--- src/rtl/unidade_controle_multiciclo.sv ---
// unidade_controle_multiciclo: multi-cycle fetch/decode/execute control unit with embedded ALU
// Ports: clk, rst (async, active-low); instr in from instruction memory, pc out to it;
// register bank: addR1/addR2 read addresses, dadoR1/dadoR2 registered read data,
// wrEn/addWr/dadoWr write port; zero flag of last ALU op; halted once HLT decoded.
module unidade_controle_multiciclo #(
  parameter int PC_WIDTH   = 8,
  parameter int DATA_WIDTH = 8
) (
  input  logic                  clk,
  input  logic                  rst,
  input  logic [15:0]           instr,
  output logic [PC_WIDTH-1:0]   pc,
  output logic                  wrEn,
  output logic [2:0]            addR1,
  output logic [2:0]            addR2,
  output logic [2:0]            addWr,
  output logic [DATA_WIDTH-1:0] dadoWr,
  input  logic [DATA_WIDTH-1:0] dadoR1,
  input  logic [DATA_WIDTH-1:0] dadoR2,
  output logic                  zero,
  output logic                  halted
);
  typedef enum logic [2:0] {FETCH, DECODE, READ, EXEC, WRITE, HALT} state_t;
  state_t state, next;
  logic [15:0] ir;
  logic [3:0] op;
  logic is_alu, writes;
  logic [DATA_WIDTH-1:0] alu, r1;
  assign op = ir[15:12];
  assign is_alu = op inside {[4'd1:4'd5]};
  assign writes = is_alu || op == 4'd6 || op == 4'd7;
  // Read addresses come straight from ir: valid from READ on and held until the next DECODE.
  assign addR1 = op == 4'd9 ? ir[11:9] : ir[8:6];
  assign addR2 = ir[5:3];
  assign halted = state == HALT;
  always_ff @(posedge clk or negedge rst)
    if (!rst) state <= FETCH;
    else state <= next;
  always_comb begin
    next = state;
    case (state)
      FETCH:   next = DECODE;
      DECODE:  next = instr[15:12] == 4'hF ? HALT : READ;
      READ:    next = EXEC;
      EXEC:    next = WRITE;
      WRITE:   next = FETCH;
      default: next = HALT;
    endcase
  end
  always_comb begin
    alu = op == 4'd1 ? dadoR1 + dadoR2 :
          op == 4'd2 ? dadoR1 - dadoR2 :
          op == 4'd3 ? dadoR1 & dadoR2 :
          op == 4'd4 ? dadoR1 | dadoR2 :
          op == 4'd5 ? dadoR1 ^ dadoR2 :
          op == 4'd6 ? DATA_WIDTH'(ir[7:0]) : dadoR1;
  end
  always_ff @(posedge clk or negedge rst)
    if (!rst) begin
      pc     <= '0;
      ir     <= '0;
      wrEn   <= 1'b0;
      addWr  <= '0;
      dadoWr <= '0;
      zero   <= 1'b0;
      r1     <= '0;
    end else begin
      if (state == DECODE) ir <= instr;
      // Write port is loaded at the end of EXEC so wrEn is high for exactly the WRITE cycle.
      if (state == EXEC) begin
        r1 <= dadoR1;
        if (is_alu) zero <= alu == '0;
        if (writes) begin
          wrEn   <= 1'b1;
          addWr  <= ir[11:9];
          dadoWr <= alu;
        end
      end
      if (state == WRITE) begin
        wrEn <= 1'b0;
        pc   <= (op == 4'd8 || (op == 4'd9 && r1 == '0)) ? PC_WIDTH'(ir[7:0]) : pc + PC_WIDTH'(1);
      end
    end
endmodule

--- config.mk ---
export PLATFORM = sky130hd
export DESIGN_NAME = unidade_controle_multiciclo
export DESIGN_NICKNAME = d
export VERILOG_FILES = /design/src/rtl/unidade_controle_multiciclo.sv
export SDC_FILE = /design/constraint.sdc
export NUM_CORES = 1
export LEC_CHECK = 0
export ABC_CLOCK_PERIOD_IN_PS = 2650
export BUFFER_PORTS_ARGS = -buffer_cell sky130_fd_sc_hd__buf_2
export CAP_MARGIN = 20
export CELL_PAD_IN_SITES_DETAIL_PLACEMENT = 1
export CELL_PAD_IN_SITES_GLOBAL_PLACEMENT = 1
export CORE_MARGIN = 5
export CORE_UTILIZATION = 43
export CTS_CLUSTER_SIZE = 10
export DETAILED_ROUTE_END_ITERATION = 8
export GPL_ROUTABILITY_DRIVEN = 0
export GPL_TIMING_DRIVEN = 0
export PLACE_DENSITY = 0.9
export SLEW_MARGIN = 10
export SYNTH_ARGS = -nofsm -noshare
export SYNTH_HDL_FRONTEND = slang
export SYNTH_SLANG_ARGS = --single-unit
--- constraint.sdc ---
create_clock -name clk -period 2.65 [get_ports clk]
set_clock_uncertainty 0.15 [all_clocks]
set_input_delay 0.53 -clock clk [delete_from_list [all_inputs] [get_ports clk]]
set_output_delay 0.53 -clock clk [all_outputs]
set_load 0.01 [all_outputs]
==> results.md <==
* Count leader, synth: dfrtp_1
* Kind of critical path: primary input to flop
* Least-Margin Pin Slew at 0.707 ns
* Final hold violation count at 0
* Post-route ant nets at 0
* Area post-placement at 3980 sq um
* Nets at 534
* Reg2Reg Launch Point: ir[12]$_DFFE_PN0P_
* Hold path depth at 3
* PD cells at 1120 nW/um^2
* Crit end category: flop
* Clock Root Buffer: clkbuf_8
* LEAKAGE at 1.97 nW
* # rows at 33
* Min-Delay Endpoint: ir[0]$_DFFE_PN0P_
* First-pass GRT wire length at 18.4 mm
* DRT Pass-1 Iters at 5
* Layout cells sized above 1 at 32.1%
* RSZ-0062 raised after global routing: yes
* Clock power frac at about an eighth
* Final WS setup at -0.0100 ns
* Core Box Area at 8130 sq um
* Endpoints failing setup at 1
* Die Y at 101 microns
* Synth warnings at 0
* Routed WL per cell at 21.2 microns
* Largest net degree at the start of global routing at 49
* Die ar. at 10100 sq um
* Worst Hold Class: primary input to flop
* Post-Syn Area at around 3500 sq um
* DRC at 0
* Initial DRC Count at 306
* CTS sink count at 48
* Diodes inserted at 0
* Reg2reg end: zero$_DFFE_PN0P_
* Avg Cell Area, Syn at ~9 sq um
* Worst setup SP type: primary input
* FFs w/ async S/R, synth at 100%
* Post-synth EDFFs at 0
* Routed vias/inst at a little over 6
* CTS tree: built
* Register Area at 1200 sq um
* Placed cells at between 500 and 600
* Num CTS Buffers at 5
* Largest cells by area after synthesis: dfrtp_1 (34%), ha_1 (8.8%), mux2_2 (8.0%), o21ai_0 (5.7%), nand2_1 (3.7%)
* Max frequency at 376 MHz
* Int Power at about 2.6 mW
* Switch share at 46.4%
* Worst-path clk slew at 0.10 ns
* Sum Neg Setup Slack at -0.0100 ns
* Crit-path max FO at 7
* CP startpoint: dadoR1[0]
* Htree depth at 2
* Sw power at 2.23 mW
* Critical Path RT at 2.74 ns
* Final Non-Filler Cells at 579
* Gr ovfl total at 0
* Fillers at 977
* Vias in the first global route at 3490
* Dominant synthesized flop cell: dfrtp_1
* Number of port buffers at 61
* Via count at 3546
* Hpwl dp at between 8 and 9 mm
* #FFs+latches synth at 48
* Die width at 101 microns
* Final core utilization at a little over half
* Max Cap Viol at 0
* Synth-to-Final Area Change at 21.9%
* Failing checks: setup timing
* Initial antenna violation count at 0
* Pre-CTS WS at -0.525 ns
* R2r setup slk at 0.11 ns
* Status: complete, but fails checks
* Post-synth top area share at approximately 34%
* Sequential Power Share at between 20% and 30%
* Fin Hold WS at 0.280 ns
* Commonest cells in the synthesized netlist: dfrtp_1 (48), o21ai_0 (40), nand2_1 (35)
* Max_slew headroom at 51.7%
* R2r worst-path depth at 9
* Yosys cell types at 63
* Clock latency on the worst-skew pair at 0.32 ns
* Max IR drop VDD at ~0.56 mV
* Mapped Cells at 398
* Final instance area at approximately 4300 sq um
* Total global-route track usage at 23.1%
* Hold Crit Start: instr[0]
* Final Total Pwr at 4.82 mW
* Logic pwr share at 58.2%
* Bufs on Longest Clock Path at 2
* Num ports at between 60 and 70
* Footprint of the multi-input gates at 2210 sq um
* Syn Nets at 459
* Fin crit period at 2.66 ns
* Drt total wl at 12.3 mm
* Starting density of the core at 43.5%
* Crit path DAT at between 2 and 3 ns
* Seq/Total Area, Yosys at between 30% and 40%
* Pins Over Slew Limit at 0
* Final Cycle Share at 100%
* Area leader, netlist: dfrtp_1
[state kept, by name, summed over array words and instances, names as in the netlist]
| signal | cells |
|---|---|
| pc | 8 |
| dadoWr | 8 |
| state | 3 |
| addWr | 3 |
| r1 | 8 |
| wrEn | 1 |
| zero | 1 |
| ir | 16 |
[routing by layer]
metal  track usage, %  wire length [microns]  vias to the layer above
met1             29.0                   5100                     1780
li1                 -                      -                     1578
met2             39.6                   6100                      150
met3             4.08                    658                       38
met4             7.88                    401                        0
met5                0                      0                        -
[cells by family (layout without fill, tap and decap cells)]
kind of cell / count (synthesis) / after routing / synth area share [%]
AO/OA/AOI/OAI: 123 / 123 / 22.6
AND/OR/NAND/NOR: 113 / 113 / 16.2
buffers and inverters: 53 / 129 / 7.03
flip-flops: 48 / 48 / 33.9
adder cells (fa/ha/maj): 27 / 27 / 9.96
multiplexers: 27 / 27 / 8.52
XOR/XNOR: 7 / 7 / 1.73
[critical path, stage by stage]
cell,delay (ns)
buf_12,0.10
ha_4,0.15
inv_2,0.05
fa_2,0.40
nand2b_4,0.17
o2bb2ai_4,0.14
a221oi_2,0.29
o211ai_1,0.21
nor4_1,0.32
nand4b_1,0.14
o31ai_1,0.25
[layout by cell type (no fill, tap or decap), types with 5 or more instances in the layout]
master / instances
buf_2: 65
dfrtp_1: 48
o21ai_0: 40
nand2_1: 35
nor2_1: 28
mux2_2: 25
inv_1: 24
a21oi_1: 24
ha_1: 21
buf_4: 13
nand2b_1: 9
o22ai_1: 8
nand3_1: 8
clkbuf_1: 6
xnor2_1: 6
a31oi_1: 6
clkbuf_8: 6
inv_2: 5
a22oi_1: 5
a221oi_2: 5
[final cells by class]
type,instances,area share [%]
Clock inverter,2,0.899
Tap cell,105,3.04
Clock buffer,6,1.91
Multi-Input combinational cell,297,51.1
Timing Repair Buffer,70,9.51
Sequential cell,48,27.8
Inverter,29,2.52
Buffer,22,3.13
[power by group through the flow]
stage	registers [mW]	clock network (mW)	logic, mW
2_1_floorplan	1.39	0	1.76
3_3_place_gp	1.40	0	2.51
3_5_place_dp	1.43	0	2.62
4_1_cts	1.42	0.590	2.68
5_1_grt	1.48	0.626	3.01
6_report	1.43	0.586	2.81
[worst max-delay path by stage]
stage | cells past startpoint | end | slack, ns
floorplan | 10 | zero$_DFFE_PN0P_ | 0.02
finish | 11 | zero$_DFFE_PN0P_ | -0.01
detailed placement | 11 | zero$_DFFE_PN0P_ | -0.53
CTS | 10 | zero$_DFFE_PN0P_ | 0.008
global placement | 11 | zero$_DFFE_PN0P_ | -0.42
global route | 12 | zero$_DFFE_PN0P_ | -0.15
[what timing repair did]
action / in CTS / in global routing
setup buffers: 2 / 4
hold endpoints to repair: 0 / 9
hold buffers: 0 / 1
resized for setup: 7 / 25
pin swaps: 3 / 10
endpoints found under the setup margin: 4 / 11
(Power assumes the default switching activity.)
